### config.mk
export PLATFORM = sky130hd
export DESIGN_NAME = lsu_agu_arb
export DESIGN_NICKNAME = d
export VERILOG_FILES = /design/src/rtl/lsu_agu_arb.sv
export SDC_FILE = /design/constraint.sdc
export NUM_CORES = 1
export LEC_CHECK = 0
export CORE_ASPECT_RATIO = 0.5
export CORE_MARGIN = 3
export CORE_UTILIZATION = 38
export CTS_CLUSTER_DIAMETER = 80
export CTS_CLUSTER_SIZE = 12
export DETAILED_ROUTE_END_ITERATION = 8
export PLACE_DENSITY_LB_ADDON = 0.12
export REMOVE_ABC_BUFFERS = 1
export SLEW_MARGIN = 30
export SYNTH_ARGS = -nofsm -noshare
export SYNTH_HDL_FRONTEND = slang
export SYNTH_SLANG_ARGS = --single-unit
### constraint.sdc
create_clock -name clk -period 4 [get_ports clk]
set_clock_uncertainty 0.1 [all_clocks]
set_input_delay 1.2 -clock clk [delete_from_list [all_inputs] [get_ports clk]]
set_output_delay 1.2 -clock clk [all_outputs]
set_load 0.01 [all_outputs]
### src/rtl/lsu_agu_arb.sv
// Shared LSU address adder: round-robin load/store arbitration, addr = base + offset (LSU_AGU_MISALIGN_CHK_EN adds misalign flag).
// Latency: 1 cycle from accept to out_valid_o; throughput 1 address/cycle.
// Backpressure: output register holds while out_valid_o & !out_ready_i; both readys drop until it drains.
module lsu_agu_arb #(
   parameter int XLEN             = 64,
   parameter int VIRTUAL_ADDR_LEN = 39,
   parameter int TAG_W            = 5
) (
   input  logic                        clk,
   input  logic                        rstn,
   input  logic                        flush_i,
   input  logic                        ld_valid_i,
   output logic                        ld_ready_o,
   input  logic [XLEN-1:0]             ld_base_i,
   input  logic [XLEN-1:0]             ld_offset_i,
   input  logic [TAG_W-1:0]            ld_tag_i,
   input  logic [1:0]                  ld_size_i,
   input  logic                        st_valid_i,
   output logic                        st_ready_o,
   input  logic [XLEN-1:0]             st_base_i,
   input  logic [XLEN-1:0]             st_offset_i,
   input  logic [TAG_W-1:0]            st_tag_i,
   input  logic [1:0]                  st_size_i,
   output logic                        out_valid_o,
   input  logic                        out_ready_i,
   output logic [VIRTUAL_ADDR_LEN-1:0] out_addr_o,
   output logic [TAG_W-1:0]            out_tag_o,
   output logic [1:0]                  out_size_o,
   output logic                        out_is_store_o,
   output logic                        out_misalign_o
);

   localparam int VA = VIRTUAL_ADDR_LEN;

   typedef struct packed {
      logic [VA-1:0]    addr;
      logic [TAG_W-1:0] tag;
      logic [1:0]       size;
      logic             is_store;
   } res_t;

   logic          rr_last;      // 1 = store was granted last
   logic          out_valid;
   logic          can_accept;
   logic          grant_ld;
   logic          grant_st;
   logic          accept;
   logic [VA-1:0] sel_base;
   logic [VA-1:0] sel_off;
   res_t          res_d;
   res_t          res_q;

   // Upper operand bits never reach the virtual address.
   logic unused_upper;
   assign unused_upper = ^{ld_base_i[XLEN-1:VA], ld_offset_i[XLEN-1:VA],
                           st_base_i[XLEN-1:VA], st_offset_i[XLEN-1:VA]};

   assign can_accept = ~flush_i & (~out_valid | out_ready_i);
   assign grant_ld   = ld_valid_i & (~st_valid_i | rr_last);
   assign grant_st   = st_valid_i & (~ld_valid_i | ~rr_last);
   assign ld_ready_o = can_accept & grant_ld;
   assign st_ready_o = can_accept & grant_st;
   assign accept     = ld_ready_o | st_ready_o;

   always_comb begin
      sel_base       = grant_st ? st_base_i[VA-1:0]   : ld_base_i[VA-1:0];
      sel_off        = grant_st ? st_offset_i[VA-1:0] : ld_offset_i[VA-1:0];
      res_d          = '0;
      res_d.addr     = sel_base + sel_off;
      res_d.tag      = grant_st ? st_tag_i  : ld_tag_i;
      res_d.size     = grant_st ? st_size_i : ld_size_i;
      res_d.is_store = grant_st;
   end

   always_ff @(posedge clk or negedge rstn) begin
      if (!rstn) begin
         out_valid <= 1'b0;
         res_q     <= '0;
         rr_last   <= 1'b1;
      end else if (flush_i) begin
         out_valid <= 1'b0;
      end else if (accept) begin
         out_valid <= 1'b1;
         res_q     <= res_d;
         rr_last   <= grant_st;
      end else if (out_ready_i) begin
         out_valid <= 1'b0;
      end
   end

`ifdef LSU_AGU_MISALIGN_CHK_EN
   logic mis_d;
   logic mis_q;

   always_comb begin
      mis_d = 1'b0;
      case (res_d.size)
         2'd1:    mis_d = res_d.addr[0];
         2'd2:    mis_d = |res_d.addr[1:0];
         2'd3:    mis_d = |res_d.addr[2:0];
         default: mis_d = 1'b0;
      endcase
   end

   always_ff @(posedge clk or negedge rstn) begin
      if (!rstn)
         mis_q <= 1'b0;
      else if (!flush_i && accept)
         mis_q <= mis_d;
   end

   assign out_misalign_o = mis_q;
`else
   assign out_misalign_o = 1'b0;
`endif

   assign out_valid_o    = out_valid;
   assign out_addr_o     = res_q.addr;
   assign out_tag_o      = res_q.tag;
   assign out_size_o     = res_q.size;
   assign out_is_store_o = res_q.is_store;

endmodule
* Word level (Yosys, flattened, before mapping)
Cells that the tools add are included.
Operators by class: add/subtract/negate cells 1, mux-type cells 7, bitwise gates (word level) 14, reductions and logical operators 2
Operators by type and width (count):
- two-way mux 39 bit | 2
- adder 39 bit | 1
- AND 1 bit | 5
- two-way mux 5 bit | 1
- NOT 1 bit | 5
- OR 1 bit | 4
- two-way mux 1 bit | 3
- nonzero test 3 bit | 1
- two-way mux 2 bit | 1
- AND reduction 2 bit | 1
Storage, ports and cells: bits in registers 49, input port bits 276, output and inout port bits 51, logic and storage cells 30

* Longest topological paths before layout
word-level depth 7, mapped depth 14, mapped depth without buffers 12

* Worst setup path before layout
OpenSTA, ideal clock, no wires.
path type in2reg, start point input port st_valid_i, end point register res_q, in the netlist out_addr_o[25], setup time 69 ps, arrival 4047 ps, setup slack -216 ps, stages 12, buffers on the path 2, path through a21boi_1 -> clkbuf_1 -> buf_2 -> mux2_2 -> ha_1 -> a21oi_1 -> o21ai_1 -> a311oi_2 -> a21oi_2 -> a21oi_2 -> or4b_1 -> nand3_1
Between the ends: word-level cells in the longest chain between the ends 6, elaborated cells on any way between the ends 11, those cells by class add/sub: 1; mux: 2; bitwise: 7; reduce/logical: 1
RTL lines:
- start, declared | line 18 | input logic st_valid_i,
- parallel branches: the longest is 6 deep, another holds adder 39 bit
- end signal, assigned | line 84 | res_q <= res_d;
- end, declared | line 51 | res_t res_q;
Parallel ways; which one is timed is not known. A chain may end at the register's enable or synchronous reset.

* Final worst setup path
start point input port ld_valid_i, end point register res_q, in the netlist out_addr_o[31]
Between the ends: word-level cells in the longest chain between the ends 6, elaborated cells on any way between the ends 11, those cells by class add/sub: 1; mux: 2; bitwise: 7; reduce/logical: 1
RTL lines:
- start, declared | line 12 | input logic ld_valid_i,
- parallel branches: the longest is 6 deep, another holds adder 39 bit
Parallel ways; which one is timed is not known.

==> impl_summary.md <==
Clocking
The clock root buffer is clkbuf_16. TritonCTS created 5 clock buffers. The clock net sink count is 49.

After clock tree synthesis, the clock-pin slew on the worst setup and hold paths is 0.08 ns. TritonCTS built the clock tree. The H-tree depth reported by CTS is 2.

The largest buffer count on any clock path is 2. The cts-stage hold buffer count is 0. The clock insertion delay at the later pin of the skew report is 0.31 ns.

Layout
The number of antenna diodes in the final layout is 0. The final cell count without fillers is 1175. The number of nets at the end of the flow is 1319. The multi-input combinational cells in the finished layout cover a total of 4510 um^2. The area growth from synthesis to layout is 88.8%.

The finished cells cover 9910 um^2. The number of filler cells placed in the layout is 971. The register area is 1230 um^2. The post-route netlist has 37.1% of its cells at a drive strength greater than 1.

Route
Across all layers, the routed design uses 6282 vias. The highest routed metal layer is met4. The aggregate routed wire length is 20400 um. The total length of routed met2 wires is 10300 um. The initial detailed-routing violation count is 363.

In the final routed layout, each cell accounts on average for 17.4 um. The number of iterations in the first detailed-routing pass is 4. The met1 wire length is 8570 um. The number of nets with antenna violations after routing is 0. The via-per-instance ratio is 5.35.

Wire segments on met3 add up to 1260 um in the final route. The final routed DRC violation total is 0.

Worst setup path
The worst setup path is of the in -> reg kind. The endpoint required time on the critical path is 4.15 ns. The cell with the biggest individual delay on the critical path is mux2_4. The nature of the critical path endpoint is a register. The type of origin of the critical path is an input pin. In this design, the critical path's most frequently occurring cell is buf_4. The cell count of the worst reg-to-reg path is 15.

The arrival time of data at the critical path endpoint is 4.08 ns. Walking the worst path, the cells encountered are clkbuf_2 -> a21boi_4 -> buf_12 -> buf_12 -> buf_4 -> mux2_4 -> ha_4 -> nand3_2 -> o22ai_4 -> nor3_4 -> o211ai_2 -> buf_4 -> buf_4 -> nand4_1 -> a211o_1 -> nand3_1. For this run, the slowest stage of the critical path takes 0.32 ns. The highest net fanout along the worst path is 6.

Worst hold path
The path class of the tightest hold or removal check is reg -> reg. The hold path depth is 2.

Yosys
The most common cell in the netlist is nand2_1. Summing the areas of all compound-gate instances in the mapped netlist gives 24.1% of the synthesized area. Synthesis instantiated 65 different standard cells from the library. After synthesis, the most frequently instantiated cells are nand2_1, mux2_2, o21ai_0. The async set-or-reset flop fraction in the synthesized netlist is 100%. Averaged over all synthesized cells, the footprint is 8.36 um^2. The cell area that synthesis handed to floorplanning was 5250 um^2. The gate count of the mapped netlist is 628.

The count of state elements after synthesis is 49. Sequential cells were found to cover 23.4% of the synthesized design area. The post-synthesis adder-cell area fraction is 9.44%. The synthesized netlist devotes 16.4% of its cell area to simple gates. Sorting the synthesized cells by area gives the leading types as dfrtp_1, mux2_2, ha_1. The top cell type's share of synthesized area is 22.9%. dfrtp_1 takes more of the synthesized area than any other cell. The parity-gate share of the synthesized area counting xor and xnor cells is 4.50%. By area, the combinational part of the netlist is dominated by compound AO/OA/AOI/OAI gates. In the synthesized netlist, mux cells make up 17.6% of the area. The leading register cell type out of synthesis is dfrtp_1.

The number of warnings issued by yosys is 0. Yosys mapped a number of flops with a built-in enable equal to 0.

GRT
The via count of the first global-routing pass is 6501. The initial antenna violation count was 0. The first global-routing pass estimated 31300 um of wire. Entering global routing, the biggest net connects 53 pins.

The global-route usage over all layers is 25.6%. The leftover overflow at the end of global routing is 0.

STA
The minimum period implied by the final worst setup slack is 3.93 ns. The number of setup violations in the final report is 0. Setup repair after global routing could not meet its margin everywhere. The number of hold-slack violations in the final timing report is 0.

The number of slew-limit violations in the final report came to 0. At the pin with the least slew margin, the transition time is 0.890 ns. In this run the tightest slew margin relative to its limit is 40.7%. The post-route fraction of the period consumed by the critical path is 98.3%. The worst setup margin is 0.0694 ns. For this run, the top clock speed supported by timing is 254 MHz. The worst hold-check slack is 0.382 ns.

Placement
The cell total after placement is 1146. The HPWL after detailed placement is 15100 um. In this run the tool buffered the top-level ports with 225 buffer cells. The pre-CTS worst setup slack is -0.739 ns. The total placed instance area is 8800 um^2. The final weighted congestion in routability-driven placement is 0.870.

Die
In this run the horizontal extent of the chip is 172 um. After floorplanning, the core was sized to cover 13100 um^2. The standard-cell row count is 29. The y dimension of the die is 89.1 um. The starting density of the core is 40.2%. During I/O placement, the number of pins put on the boundary was 327.

The floorplan step defined a die boundary enclosing 15300 um^2.

Run status
The run finished with clean final reports.

Pwr
The cell leakage power is 4.17 nW. The largest vdd supply drop is 0.217 mV. The cell area power density is 384 nW/um^2.

Flow run
The tool flagged a number of max-cap violations equal to 0.
cells by family after synthesis:
group                      Yosys count
AOI/OAI and AO/OA                  193
xor gates and xnor gates            27
adders and majority gates           39
buffers and inverters               54
DFF                                 49
muxes                               83
other                                1
and+or+nand+nor                    182
placed cells by master (no fill, tap or decap), drive strengths merged, types with 5 or more instances in the layout:
cell	n
nor2	26
nand3	13
ha	38
or3	5
buf	181
o211ai	7
a21o	11
o21bai	7
nor3	10
clkdlybuf4s50	221
dfrtp	48
clkbuf	8
inv	19
nand2	84
a211oi	7
nand4	17
o31ai	6
mux2	76
o21ai	65
xor2	17
a21oi	51
a31oi	7
mux2i	7
xnor2	10
o21a	10
power by group:
part           internal [W]  switching (W)
sequential         0.000660      0.0000929
combinational       0.00143        0.00115
clock              0.000238       0.000233
total               0.00233        0.00148
layout make-up:
| type | instances | share of cell area, % |
|---|---|---|
| Sequential cell | 49 | 12.4 |
| Clock inverter | 3 | 0.252 |
| Tap cell | 170 | 2.15 |
| Multi-Input combinational cell | 525 | 45.5 |
| Timing Repair Buffer | 406 | 37.8 |
| Clock buffer | 5 | 1.26 |
| Inverter | 17 | 0.644 |
what timing repair did:
item,CTS,global route
cloned,4,1
setup buffers,15,4
resized for setup,99,45
hold endpoints to repair,0,0
setup endpoints to repair,32,27
pin swaps,25,26
per-stage QoR:
step,power [W],TNS (ns),util (%)
5_1_grt,0.00407,-0.206,75.9
4_1_cts,0.00370,-0.00785,74.4
3_3_place_gp,0.00291,-16.83,67.4
2_1_floorplan,0.00178,-167.99,-
6_report,0.00381,0,75.9
3_5_place_dp,0.00296,-18.43,67.4
registers in the layout, summed over array words and instances, names as in the netlist:
signal,count
out_size_o,2
out_valid_o,1
out_tag_o,5
rr_last,1
out_addr_o,39
out_is_store_o,1
final timing paths:
path	slack, ns	end	start
worst max-delay path	0.07	out_addr_o[31]$_DFFE_PN0P_	ld_valid_i
worst min-delay path	0.38	out_tag_o[1]$_DFFE_PN0P_	out_tag_o[1]$_DFFE_PN0P_
worst max register to register	0.62	out_addr_o[31]$_DFFE_PN0P_	rr_last$_DFFE_PN1P_
worst min register to register	0.38	out_tag_o[1]$_DFFE_PN0P_	out_tag_o[1]$_DFFE_PN0P_
max in group asynchronous	2.10	rr_last$_DFFE_PN1P_	rstn
min in group asynchronous	0.89	out_tag_o[1]$_DFFE_PN0P_	rstn
worst max-delay path: cells and delay by family:
kind,cells,cell delay [ns]
simple gates,4,0.42
buf+inv,6,0.83
mux,1,0.32
compound gates,4,1.00
fa+ha+maj,1,0.29
per-layer routing:
| metal | GRT usage, % | up-vias |
|---|---|---|
| met5 | 0 | - |
| met4 | 5.00 | 0 |
| met3 | 4.86 | 29 |
| li1 | - | 3072 |
| met1 | 31.6 | 2997 |
| met2 | 47.4 | 184 |
Note: power is estimated with default switching activity, not from simulation.
